--- src/rtl/einstein_irq_pkg.sv ---
// Shared types and constants for the Einstein mode-2 interrupt controller.
// Holds the source indices, default vectors and the ED/4D RETI opcode bytes.
package einstein_irq_pkg;

    typedef enum logic [1:0] {
        SRC_KB   = 2'd0,
        SRC_ADC  = 2'd1,
        SRC_FIRE = 2'd2
    } src_e;

    localparam int NUM_SRC = 3;

    localparam logic [7:0] DEF_VEC_KB   = 8'h0E;
    localparam logic [7:0] DEF_VEC_ADC  = 8'h0A;
    localparam logic [7:0] DEF_VEC_FIRE = 8'h0C;
    localparam logic [7:0] DEF_VEC_NONE = 8'hFF;

    localparam logic [7:0] OP_ED = 8'hED;
    localparam logic [7:0] OP_4D = 8'h4D;

    typedef enum logic {
        RD_IDLE   = 1'b0,
        RD_GOT_ED = 1'b1
    } reti_state_e;

endpackage

--- src/rtl/einstein_reti_decode.sv ---
// Watches M1 opcode fetches for the ED 4D (RETI) sequence and emits a
// one-cycle pulse when the 4D byte completes. Used only with EINSTEIN_IRQ_RETI_DECODE_EN.
module einstein_reti_decode
    import einstein_irq_pkg::*;
(
    input  logic       clk_sys,
    input  logic       reset,
    input  logic       m1_n_i,
    input  logic       mreq_n_i,
    input  logic       rd_n_i,
    input  logic [7:0] cpu_di_i,
    output logic       reti_o
);

    reti_state_e state_q, state_d;
    logic        rd_n_q;
    logic        fetch_q;
    logic [7:0]  di_q;
    logic        byte_ev;

    // Bus values are taken from the cycle before rd_n rises, while the read is still valid.
    assign byte_ev = rd_n_i & ~rd_n_q & fetch_q;

    always_ff @(posedge clk_sys or posedge reset) begin
        if (reset) begin
            state_q <= RD_IDLE;
            rd_n_q  <= 1'b1;
            fetch_q <= 1'b0;
            di_q    <= 8'h00;
        end else begin
            state_q <= state_d;
            rd_n_q  <= rd_n_i;
            fetch_q <= ~m1_n_i & ~mreq_n_i;
            di_q    <= cpu_di_i;
        end
    end

    always_comb begin
        state_d = state_q;
        if (byte_ev) begin
            case (state_q)
                RD_IDLE:   state_d = (di_q == OP_ED) ? RD_GOT_ED : RD_IDLE;
                RD_GOT_ED: state_d = (di_q == OP_ED) ? RD_GOT_ED : RD_IDLE;
                default:   state_d = RD_IDLE;
            endcase
        end
    end

    always_comb begin
        reti_o = byte_ev & (state_q == RD_GOT_ED) & (di_q == OP_4D);
    end

endmodule

--- src/rtl/einstein_irq_ctrl.sv ---
// Mode-2 interrupt controller: latches KB/ADC/FIRE requests, daisy-chains them with the CTC,
// drives the INTA vector and tracks in-service until RETI. EINSTEIN_IRQ_RETI_DECODE_EN selects the internal RETI decoder.
module einstein_irq_ctrl
    import einstein_irq_pkg::*;
#(
    parameter logic [7:0] VEC_KB   = DEF_VEC_KB,
    parameter logic [7:0] VEC_ADC  = DEF_VEC_ADC,
    parameter logic [7:0] VEC_FIRE = DEF_VEC_FIRE,
    parameter logic [7:0] VEC_NONE = DEF_VEC_NONE
) (
    input  logic       clk_sys,
    input  logic       reset,
    input  logic       m1_n,
    input  logic       iorq_n,
    input  logic       mreq_n,
    input  logic       rd_n,
    input  logic [7:0] cpu_di,
    input  logic [2:0] src_evt,
    input  logic [2:0] msk_wr,
    input  logic       msk_din,
    input  logic [2:0] clr_rd,
    input  logic       reti_i,
    input  logic       ctc_int_n,
    input  logic       ctc_ieo,
    output logic       ctc_iei,
    output logic       int_n,
    output logic       vec_oe,
    output logic [7:0] vec,
    output logic [2:0] in_service
);

    logic [2:0] evt_q, evt_prev_q, mwr_q, mwr_prev_q, clr_q, clr_prev_q;
    logic       msk_din_q;
    logic       inta_q, inta_prev_q;
    logic [2:0] mask_q, mask_d, pend_q, pend_d, ins_q, ins_d;
    logic       int_n_q, int_n_d;
    logic       vec_oe_q, vec_oe_d;
    logic [7:0] vec_q, vec_d;

    logic [2:0] evt_rise, mwr_rise, clr_rise, req, grant;
    logic       inta, inta_start, adc_en, fire_en, ctc_win, reti_evt;

    assign inta       = ~m1_n & ~iorq_n;
    assign inta_start = inta_q & ~inta_prev_q;
    assign evt_rise   = evt_q & ~evt_prev_q;
    assign mwr_rise   = mwr_q & ~mwr_prev_q;
    assign clr_rise   = clr_q & ~clr_prev_q;

    // Daisy chain: KB sits above the CTC, ADC and FIRE hang off the CTC's IEO.
    assign adc_en  = ~ins_q[SRC_KB] & ctc_ieo;
    assign fire_en = adc_en & ~ins_q[SRC_ADC];
    assign req     = pend_q & ~ins_q & {fire_en, adc_en, 1'b1};

`ifdef EINSTEIN_IRQ_RETI_DECODE_EN
    logic unused_reti;
    assign unused_reti = reti_i;

    einstein_reti_decode u_reti_decode (
        .clk_sys  (clk_sys),
        .reset    (reset),
        .m1_n_i   (m1_n),
        .mreq_n_i (mreq_n),
        .rd_n_i   (rd_n),
        .cpu_di_i (cpu_di),
        .reti_o   (reti_evt)
    );
`else
    logic reti_q;
    logic unused_bus;
    assign unused_bus = ^{mreq_n, rd_n, cpu_di};

    always_ff @(posedge clk_sys or posedge reset) begin
        if (reset) reti_q <= 1'b0;
        else       reti_q <= reti_i;
    end
    assign reti_evt = reti_i & ~reti_q;
`endif

    always_comb begin
        grant   = 3'b000;
        ctc_win = 1'b0;
        if (req[SRC_KB])        grant[SRC_KB]   = 1'b1;
        else if (!ctc_ieo)      ctc_win         = 1'b1;
        else if (req[SRC_ADC])  grant[SRC_ADC]  = 1'b1;
        else if (req[SRC_FIRE]) grant[SRC_FIRE] = 1'b1;
    end

    always_comb begin
        mask_d = mask_q;
        pend_d = pend_q;
        ins_d  = ins_q;
        for (int s = 0; s < NUM_SRC; s++) begin
            if (mwr_rise[s]) begin
                mask_d[s] = msk_din_q;
                if (msk_din_q) pend_d[s] = 1'b0;
            end
            if (clr_rise[s]) pend_d[s] = 1'b0;
        end
        if (reti_evt) begin
            if (ins_q[SRC_KB])          ins_d[SRC_KB]   = 1'b0;
            else if (ctc_ieo) begin
                if (ins_q[SRC_ADC])     ins_d[SRC_ADC]  = 1'b0;
                else if (ins_q[SRC_FIRE]) ins_d[SRC_FIRE] = 1'b0;
            end
        end
        if (inta_start) begin
            pend_d = pend_d & ~grant;
            ins_d  = ins_d | grant;
        end
        // New requests are applied last so a same-cycle set beats any clear.
        pend_d = pend_d | (evt_rise & ~mask_q);
    end

    always_comb begin
        int_n_d = ~((|req) | ~ctc_int_n);
    end

    always_comb begin
        vec_oe_d = vec_oe_q;
        vec_d    = vec_q;
        if (!inta) begin
            vec_oe_d = 1'b0;
            vec_d    = 8'h00;
        end else if (inta_start) begin
            vec_oe_d = 1'b1;
            if (grant[SRC_KB])        vec_d = VEC_KB;
            else if (ctc_win) begin
                vec_oe_d = 1'b0;
                vec_d    = 8'h00;
            end
            else if (grant[SRC_ADC])  vec_d = VEC_ADC;
            else if (grant[SRC_FIRE]) vec_d = VEC_FIRE;
            else                      vec_d = VEC_NONE;
        end
    end

    always_ff @(posedge clk_sys or posedge reset) begin
        if (reset) begin
            evt_q       <= 3'b000;
            evt_prev_q  <= 3'b000;
            mwr_q       <= 3'b000;
            mwr_prev_q  <= 3'b000;
            clr_q       <= 3'b000;
            clr_prev_q  <= 3'b000;
            msk_din_q   <= 1'b0;
            inta_q      <= 1'b0;
            inta_prev_q <= 1'b0;
            mask_q      <= 3'b111;
            pend_q      <= 3'b000;
            ins_q       <= 3'b000;
            int_n_q     <= 1'b1;
            vec_oe_q    <= 1'b0;
            vec_q       <= 8'h00;
        end else begin
            evt_q       <= src_evt;
            evt_prev_q  <= evt_q;
            mwr_q       <= msk_wr;
            mwr_prev_q  <= mwr_q;
            clr_q       <= clr_rd;
            clr_prev_q  <= clr_q;
            msk_din_q   <= msk_din;
            inta_q      <= inta;
            inta_prev_q <= inta_q;
            mask_q      <= mask_d;
            pend_q      <= pend_d;
            ins_q       <= ins_d;
            int_n_q     <= int_n_d;
            vec_oe_q    <= vec_oe_d;
            vec_q       <= vec_d;
        end
    end

    assign ctc_iei    = ~ins_q[SRC_KB];
    assign int_n      = int_n_q;
    assign vec_oe     = vec_oe_q;
    assign vec        = vec_q;
    assign in_service = ins_q;

endmodule
--- config.mk ---
export PLATFORM = sky130hd
export DESIGN_NAME = einstein_irq_ctrl
export DESIGN_NICKNAME = d
export VERILOG_FILES = /design/src/rtl/einstein_irq_pkg.sv /design/src/rtl/einstein_reti_decode.sv /design/src/rtl/einstein_irq_ctrl.sv
export SDC_FILE = /design/constraint.sdc
export NUM_CORES = 1
export LEC_CHECK = 0
export BUFFER_PORTS_ARGS = -buffer_cell sky130_fd_sc_hd__buf_2
export CAP_MARGIN = 20
export CORE_MARGIN = 2
export CORE_UTILIZATION = 52
export CTS_CLUSTER_DIAMETER = 80
export CTS_CLUSTER_SIZE = 28
export DETAILED_ROUTE_END_ITERATION = 8
export GPL_TIMING_DRIVEN = 0
export PLACE_DENSITY = 0.81
export SKIP_CTS_REPAIR_TIMING = 1
export SLEW_MARGIN = 20
export SYNTH_ARGS = -nofsm -noshare
export SYNTH_HDL_FRONTEND = slang
export SYNTH_SLANG_ARGS = --single-unit
--- constraint.sdc ---
create_clock -name clk_sys -period 2.5 [get_ports clk_sys]
set_clock_uncertainty 0.05 [all_clocks]
set_input_delay 0 -clock clk_sys [delete_from_list [all_inputs] [get_ports clk_sys]]
set_output_delay 0 -clock clk_sys [all_outputs]
set_load 0.1 [all_outputs]
==> results.py <==
metrics = {
    "run_status": {
        "result_of_the_run": "finished clean",
    },
    "critical_path": {
        "critPathArrivalTime_ps": 2030,
        "worstPathBufferInverterCount": 1,
        "worst_setup_path_startpoint": "in_service[1]",
        "critical_path.max_stage_delay_ps": 560,
        "slowest_stage": "sky130_fd_sc_hd__dlygate4sd3_1",
        "crit_fanout": 4,
        "crit_family": "buffers and inverters",
        "worst_r2r_startpoint": "in_service[1]",
        "critical_path.cell_chain": "nand3b_1, nor3_1, a2bb2oi_1, nor3_1, dlygate4sd3_1",
        "endpoint_kind": "flop",
        "timing.critical_path.required_ps": 2670,
        "startpoint_types": "flop",
        "crit_path_category": "reg -> reg",
        "path_common_cell": "sky130_fd_sc_hd__nor3_1",
    },
    "synth": {
        "synthesis.area_per_instance_sq_um": 13.1,
        "post-synth-top-count-cell": "sky130_fd_sc_hd__dfrtp_1",
        "dominantRegCellSynth": "sky130_fd_sc_hd__dfrtp_1",
        "postSynthRegisterBits": 36,
        "ys.warnings.count": 0,
        "library_cells_used_by_synthesis": 24,
        "ys_async_sr_fraction_pct": 100,
        "synth_area_leaders": "sky130_fd_sc_hd__dfrtp_1 62%, sky130_fd_sc_hd__dfstp_2 8.1%, sky130_fd_sc_hd__buf_4 2.9%",
        "synth_top_area_share_pct": 61.8,
        "most_used_standard_cells_in_the_synthesized_netlist": "32 x sky130_fd_sc_hd__dfrtp_1, 10 x sky130_fd_sc_hd__nand2_1, 8 x sky130_fd_sc_hd__inv_1",
        "synth_largest_area_cell": "sky130_fd_sc_hd__dfrtp_1",
        "number_of_cells_produced_by_synthesis": 99,
        "mappedNetlistArea_sq_um": 1290,
        "synth_enable_flop_cells": 0,
        "seq_area_frac_synth_pct": 70.0,
        "synth_net_count": 126,
    },
    "finish": {
        "fin_util_pct": 72.5,
        "n_fill_cell": 169,
        "n_antenna_cell": 0,
        "syn2layout_area_growth_pct": 35.0,
        "multi_input_comb_area_sq_um": 322,
        "design.final.nets": 180,
        "ff_latch_area_sq_um": 906,
        "final-instance-count-excl-fill": 184,
        "layout-drive-gt1-share_pct": 34.4,
    },
    "clocking": {
        "cts.sinks": 36,
        "clockRootBuffer": "sky130_fd_sc_hd__clkbuf_4",
        "clk_pin_slew_worst_paths_ps": 100,
        "clock_insertion_delay_worst_skew_ps": 340,
        "number_of_cts_inserted_buffers": 5,
        "cts_max_level": 2,
        "clock_tree.buffer_depth": 2,
        "tritoncts_clock_tree": "done",
    },
    "global_routing": {
        "overall_global_routing_resource_usage_pct": 17.1,
        "global_route_overflow": 0,
        "grt_antenna_before_repair": 0,
        "grt_first_pass_wirelength_um": 3330,
        "globalRoute.busiestLayer": "met2",
        "pin_count_of_the_biggest_net_entering_global_routing": 37,
        "first_global_vias": 795,
        "groute.layer.met1.usage_pct": 19.4,
        "grt.met3_usage_pct": 8.33,
        "groute.layer.met2.usage_pct": 27.2,
    },
    "placed_design": {
        "dpl.hpwl_um": 1450,
        "dp_cells": 159,
        "gpl.final_weighted_congestion": 0.760,
        "io_buffer_count": 30,
        "place_worst_setup_slack_ps": 1150,
    },
    "timing": {
        "finalWorstSetupSlack_ps": 646,
        "final_period_minus_worst_setup_slack_ps": 1850,
        "setup_repair_after_global_routing_missed_its_margin": "no",
        "worst-slew-pin-transition_ps": 713,
        "period_share_pct": 74.2,
        "setup_violations": 0,
        "remaining_max_slew_budget_at_the_tightest_pin_pct": 52.4,
        "setup_tns_ps": 0,
        "worst_hold_slack_ps": 245,
        "finalMaxSlewViolations": 0,
        "final-hold-violation-count": 0,
        "maxClockFrequency_mhz": 539,
    },
    "job": {
        "max_capacitance_violation_total": 0,
    },
    "min_path": {
        "min_from": "clr_rd[2]",
        "min_path_type": "in -> reg",
    },
    "routing": {
        "detail_route.wl_per_cell_um": 11.9,
        "wl_final_um": 2190,
        "drt_pre_antenna_iters": 4,
        "drc_errors": 0,
        "antenna_left": 0,
        "routed_via_density": 4.85,
        "route.vias.total": 892,
        "drtIter0Drc": 12,
    },
    "power_and_ir_drop": {
        "power_leakage_nw": 0.889,
        "ir_worst_vdd_uv": 562,
        "power_density_nw_per_um2": 802,
    },
    "die": {
        "ios": 41,
        "initial_core_util_pct": 53.7,
        "height_of_the_chip_um": 53.9,
        "fp-row-count": 18,
        "dieWidth_um": 53.9,
        "dieArea_sq_um": 2910,
        "core_region_area_sq_um": 2410,
    },
}
-- where the power goes --
part / internal (mW) / total, mW / switching (mW)
clock network: 0.265 / 0.446 / 0.180
registers: 0.635 / 0.668 / 0.0328
logic: 0.0791 / 0.289 / 0.210
-- sequential cells by signal, indices dropped and copies added, names as in the netlist --
signal / count
in_service: 3
inta_prev_q: 1
clr_prev_q: 3
pend_q: 3
inta_q: 1
reti_q: 1
mask_q: 3
evt_prev_q: 3
mwr_prev_q: 3
mwr_q: 3
int_n: 1
evt_q: 3
clr_q: 3
vec: 4
msk_din_q: 1
-- cell usage in the layout (no fill, tap or decap), types with 3 or more instances in the layout --
cell	n
sky130_fd_sc_hd__dfrtp_1	32
sky130_fd_sc_hd__buf_2	30
sky130_fd_sc_hd__dlygate4sd3_1	17
sky130_fd_sc_hd__nand2_1	10
sky130_fd_sc_hd__inv_1	7
sky130_fd_sc_hd__buf_4	5
sky130_fd_sc_hd__clkbuf_4	5
sky130_fd_sc_hd__nand3b_1	4
sky130_fd_sc_hd__nand2b_1	4
sky130_fd_sc_hd__nand3_1	4
sky130_fd_sc_hd__o21ai_0	4
sky130_fd_sc_hd__dfstp_2	4
sky130_fd_sc_hd__nor2b_1	3
sky130_fd_sc_hd__nor3_1	3
-- worst reg2reg max path: cells and delay by family (launching register included) --
| family | cells | cell delay, ps |
|---|---|---|
| buffers and inverters | 1 | 560 |
| AND/OR/NAND/NOR | 3 | 510 |
| flip-flops | 1 | 440 |
| AO/OA/AOI/OAI | 1 | 200 |
-- stage by stage --
step / power [mW] / cell area, sq um
4_1_cts: 1.40 / 1580
5_1_grt: 1.47 / 1750
3_5_place_dp: 0.950 / 1480
6_report: 1.40 / 1750
2_1_floorplan: 0.894 / 1290
3_3_place_gp: 0.943 / 1480
-- metal layers --
| layer | routed length [um] | up-vias |
|---|---|---|
| met4 | 14 | 0 |
| li1 | - | 439 |
| met2 | 1090 | 36 |
| met1 | 918 | 414 |
| met5 | 0 | - |
| met3 | 159 | 3 |
-- layout make-up --
cell class	count	share of cell area, %
Multi-Input combinational cell	50	18.4
Inverter	8	1.72
Tap cell	30	2.15
Clock buffer	7	3.72
Clock inverter	1	1.72
Timing Repair Buffer	47	18.3
Buffer	5	2.15
Sequential cell	36	51.8
-- logic make-up (layout without fill, tap and decap cells) --
logic type | Yosys count | after routing | share of synthesized area, %
DFF | 36 | 36 | 70.0
and+or+nand+nor | 36 | 36 | 16.3
AOI/OAI and AO/OA | 14 | 14 | 8.50
buffers and inverters | 13 | 68 | 5.22
-- worst paths after layout --
path / to / slack [ps] / depth (start not counted)
worst max-delay path: vec[2] / 650 / 5
worst min-delay path: clr_q[2] / 240 / 2
worst max register to register: vec[2] / 650 / 5
worst min register to register: evt_prev_q[0] / 330 / 0
max in group asynchronous: mwr_prev_q[2] / 1680 / 3
min in group asynchronous: reti_q / 260 / 3
(Power assumes the default switching activity.)
